==> src/rtl/iq_upsampler.sv <==
// I/Q upsampler: one symbol in, FACTOR samples out (zero-stuffed).
// Define UPSAMPLER_HOLD_EN for zero-order hold instead of zeros.
module iq_upsampler #(
  parameter int DATA_W = 4,
  parameter int FACTOR = 16,
  localparam int CNT_W = (FACTOR > 1) ? $clog2(FACTOR) : 1
) (
  input  logic              clk,
  input  logic              reset,
  input  logic              en,
  input  logic              in_valid,
  output logic              in_ready,
  input  logic [DATA_W-1:0] i_in,
  input  logic [DATA_W-1:0] q_in,
  output logic              out_valid,
  output logic [DATA_W-1:0] i_up,
  output logic [DATA_W-1:0] q_up,
  output logic              sym_start,
  output logic [CNT_W-1:0]  phase,
  output logic              underrun
);

  typedef enum logic {
    IDLE = 1'b0,
    RUN  = 1'b1
  } state_t;

  localparam logic [CNT_W-1:0] LAST = CNT_W'(FACTOR - 1);

  state_t            state_q, state_d;
  logic              out_valid_q, out_valid_d;
  logic [DATA_W-1:0] i_up_q, i_up_d;
  logic [DATA_W-1:0] q_up_q, q_up_d;
  logic              sym_start_q, sym_start_d;
  logic [CNT_W-1:0]  phase_q, phase_d;
  logic              underrun_q, underrun_d;
  logic [DATA_W-1:0] i_fill, q_fill;
  logic              at_last;
  logic              accept;

`ifdef UPSAMPLER_HOLD_EN
  assign i_fill = i_up_q;
  assign q_fill = q_up_q;
`else
  assign i_fill = '0;
  assign q_fill = '0;
`endif

  assign at_last  = (phase_q == LAST);
  assign in_ready = en && ((state_q == IDLE) ||
                           (state_q == RUN && at_last));
  assign accept   = in_valid && in_ready;

  always_comb begin
    state_d     = state_q;
    out_valid_d = 1'b0;
    i_up_d      = '0;
    q_up_d      = '0;
    sym_start_d = 1'b0;
    phase_d     = '0;
    underrun_d  = 1'b0;
    if (accept) begin
      state_d     = RUN;
      out_valid_d = 1'b1;
      i_up_d      = i_in;
      q_up_d      = q_in;
      sym_start_d = 1'b1;
    end else if (state_q == RUN) begin
      if (!at_last) begin
        out_valid_d = 1'b1;
        i_up_d      = i_fill;
        q_up_d      = q_fill;
        phase_d     = phase_q + 1'b1;
      end else begin
        // Boundary with no new symbol: starved only if still enabled.
        state_d    = IDLE;
        underrun_d = en;
      end
    end
  end

  always_ff @(posedge clk or posedge reset) begin
    if (reset) begin
      state_q     <= IDLE;
      out_valid_q <= 1'b0;
      i_up_q      <= '0;
      q_up_q      <= '0;
      sym_start_q <= 1'b0;
      phase_q     <= '0;
      underrun_q  <= 1'b0;
    end else begin
      state_q     <= state_d;
      out_valid_q <= out_valid_d;
      i_up_q      <= i_up_d;
      q_up_q      <= q_up_d;
      sym_start_q <= sym_start_d;
      phase_q     <= phase_d;
      underrun_q  <= underrun_d;
    end
  end

  assign out_valid = out_valid_q;
  assign i_up      = i_up_q;
  assign q_up      = q_up_q;
  assign sym_start = sym_start_q;
  assign phase     = phase_q;
  assign underrun  = underrun_q;

endmodule

==> config.mk <==
export PLATFORM = sky130hd
export DESIGN_NAME = iq_upsampler
export DESIGN_NICKNAME = d
export VERILOG_FILES = /design/src/rtl/iq_upsampler.sv
export SDC_FILE = /design/constraint.sdc
export NUM_CORES = 1
export LEC_CHECK = 0
export CORE_MARGIN = 5
export CORE_UTILIZATION = 39
export DETAILED_ROUTE_END_ITERATION = 7
export GPL_ROUTABILITY_DRIVEN = 1
export PLACE_DENSITY = 0.75
export RECOVER_POWER = 25
export SYNTH_ARGS = -nofsm -noshare
export SYNTH_HDL_FRONTEND = slang
export SYNTH_SLANG_ARGS = --single-unit
==> constraint.sdc <==
create_clock -name clk -period 1.5 [get_ports clk]
set_input_delay 0.3 -clock clk [delete_from_list [all_inputs] [get_ports clk]]
set_output_delay 0.3 -clock clk [all_outputs]
set_load 0.02 [all_outputs]
==> results_dict.tcl, run 1 <==
set metrics [dict create \
    yosysSeqAreaShare 0.588 \
    finalPower_mw 1.58 \
    grt_pass1_wl_um 2490 \
    rsz0062_at_grt "yes" \
    status "finished, final reports clean" \
    seqPwrFrac 0.357 \
    initial_core_util 0.419 \
    io_pins 28 \
    max_freq_mhz 677 \
    drv_cap 0 \
    r2r-start "phase[0]" \
    final_common_cell "dfrtp_1" \
    worst_ep_required_time_ps 1200 \
    num-fill-cells 140 \
    clk_latency_ps 280 \
    die_x_um 50.5 \
    dieArea_um2 2550 \
    gp_congestion 0.787 \
    wl_um 1460 \
    yosysWarnings 0 \
    seq_area_um2 378 \
    layoutNonFillerInstCount 106 \
    postRouteAntennaNets 0 \
    maxSlewViolCount 0 \
    path_clk_slew_ps 90 \
    htreeDepth 1 \
    whs_ps 499 \
    dp_cells 102 \
    drc 0 \
    root_buffer "clkbuf_4" \
    rows 14 \
    final_net_count 104 \
    rr_worst_depth 4 \
    drive_gt1_frac 0.300 \
    pwr-share-clk 0.143 \
    vias_per_cell 4.93 \
    switching_share 0.383 \
    internal-power_uw 975 \
    rrSetupSlack_ps 240 \
    p_comb_frac 0.500 \
    finalSetupViolations 0 \
    fin_crit_ps 1480 \
    worstPathArrival_ps 1180 \
    power.density_nw_per_um2 1560 \
    switching_power_uw 605 \
    antenna_cells 0 \
    synth_seq_cells 15 \
    wl_per_cell_um 13.8 \
    slew-limit-headroom 0.630 \
    synth_area_um2 638 \
    detailed_place.area_um2 991 \
    crit_fanout 2 \
    worst_r2r_endpoint "phase[3]" \
    crit_type "flip-flop to output pin" \
    numCtsBuffers 3 \
    clock-skew-final_ps 1.43 \
    avgSynthCellArea_um2 12.3 \
    syn_inst 52 \
    min-delay-path-class "input pin to asynchronous set/reset pin" \
    vias 523 \
    final_cell_mix "dfrtp_1 (13), dlygate4sd2_1 (12), inv_1 (10), clkdlybuf4s50_1 (10), buf_4 (10)" \
    yosysUniqueCellTypes 20 \
    antenna_found_initial 0 \
    p_leak_nw 0.525 \
    core_area_um2 1520 \
    portBuffers 27 \
    clkSinkCount 15 \
    ir_drop_mv 0.995 \
    tritoncts "built" \
    dr.pass1.iters 4 \
    die_y_um 50.5 \
    final_cell_area_um2 1010 \
    finalHoldViolCount 0 \
    grt_overflow 0 \
    cp-end-kind "output pin" \
    multiInputGateArea_um2 220 \
    detailed_place_hpwl_um 1140 \
    post-cts-setup-buffers 0 \
    cts_buffer_depth 2 \
    fin_crit_sh 0.984 \
    critPathLaunchType "flip-flop" \
    worstMarginPinSlew_ps 554 \
    grt_use_total 0.126 \
    synth_nets 65 \
    initialDrtViolationCount 2 \
    area_growth_pct 59.0 \
    grt_max_degree 16 \
    grt_pass1_vias 559 \
]
[cells in the mapped netlist]
cell type	count	area share
dfrtp_1	15	0.59
ha_1	1	0.020
nand3_2	1	0.016
o211a_1	1	0.016
inv_1	10	0.059
buf_6	1	0.018
a211oi_1	1	0.012
a311oi_1	1	0.014
o21ai_0	1	0.0078
nor3_1	2	0.016
a21oi_1	1	0.0078
buf_2	2	0.016
a31oi_1	1	0.0098
a211oi_2	7	0.14
and3_1	1	0.0098
nand2_1	2	0.012
a21boi_0	1	0.012
xnor2_1	1	0.014
nor2_1	1	0.0059
a21o_1	1	0.012
[layer usage]
metal | vias to the layer above | share of wire | GRT usage
met5 | - | 0 | 0
met4 | 0 | 0.016 | 0.0638
met1 | 260 | 0.39 | 0.154
li1 | 251 | - | -
met2 | 10 | 0.55 | 0.217
met3 | 2 | 0.042 | 0.0118
[power by group through the flow]
| stage | registers [mW] | logic, mW | clock network (mW) |
|---|---|---|---|
| 6_report | 0.564 | 0.789 | 0.226 |
| 5_1_grt | 0.576 | 0.853 | 0.261 |
| 3_5_place_dp | 0.563 | 0.831 | 0 |
| 2_1_floorplan | 0.698 | 0.289 | 0 |
| 3_3_place_gp | 0.554 | 0.809 | 0 |
| 4_1_cts | 0.566 | 0.785 | 0.236 |
[worst max-delay path: stages, from the launching register on]
cell and delay, ps:
dfrtp_2 400, ha_4 140, nand3_2 80, a21boi_2 150
buf_6 130
[cell families (layout without fill, tap and decap cells)]
kind of cell / count (synthesis) / in the layout / synth area share
and+or+nand+nor: 7 / 7 / 0.0588
xor gates and xnor gates: 1 / 1 / 0.0137
DFF: 15 / 15 / 0.588
adders and majority gates: 1 / 1 / 0.0196
buffers and inverters: 13 / 51 / 0.0922
AOI/OAI and AO/OA: 15 / 15 / 0.227
[sequential cells by signal, indices dropped and copies added, names as in the netlist]
register   cells
i_up           4
out_valid      1
phase          4
q_up           4
sym_start      1
underrun       1
[how the worst max path moves through the flow]
stage                        start       end  slack, ps  cells past startpoint
final                     phase[0]  in_ready         20                      4
after global placement          en  in_ready       -320                      3
after detailed placement        en  in_ready       -350                      3
after floorplan           phase[0]  in_ready         20                      4
after CTS                 phase[0]  in_ready          8                      4
after global routing      phase[0]  in_ready        -30                      4
[final cells by class]
class	instances	area share
clock inverter	1	0.00493
sequential	15	0.372
multi-input combinational	24	0.217
clock buffer	3	0.0222
tap	16	0.0197
timing repair buffer	37	0.327
inverter	10	0.0370
[per-stage QoR]
stage	setup TNS (ps)	util	setup WS, ps
final	0	0.666	23.3
after global routing	-31.4	0.666	-31.4
after CTS	0	0.663	7.72
after detailed placement	-352	0.650	-352
after global placement	-321	0.650	-321
after floorplan	0	-	19.7
[repair_timing]
action | in CTS | in global routing
hold endpoints to repair | 0 | 0
hold buffers | 0 | 0
pin swaps | 1 | 0
setup endpoints to repair | 16 | 4
resized for setup | 22 | 3
Power figures use the tool's default switching activity.
==> run 2: changes to the inputs <==
ABC_CLOCK_PERIOD_IN_PS = 1500   (was default)
HOLD_SLACK_MARGIN = 0.06   (was default)
==> results of run 2 <==
Final layout, timing and power as in run 1 (identical DEF).
==> run 3: changes to the inputs <==
CTS_CLUSTER_SIZE = 8   (was default)
==> results of run 3 <==
Final layout, timing and power as in run 1 (identical DEF).
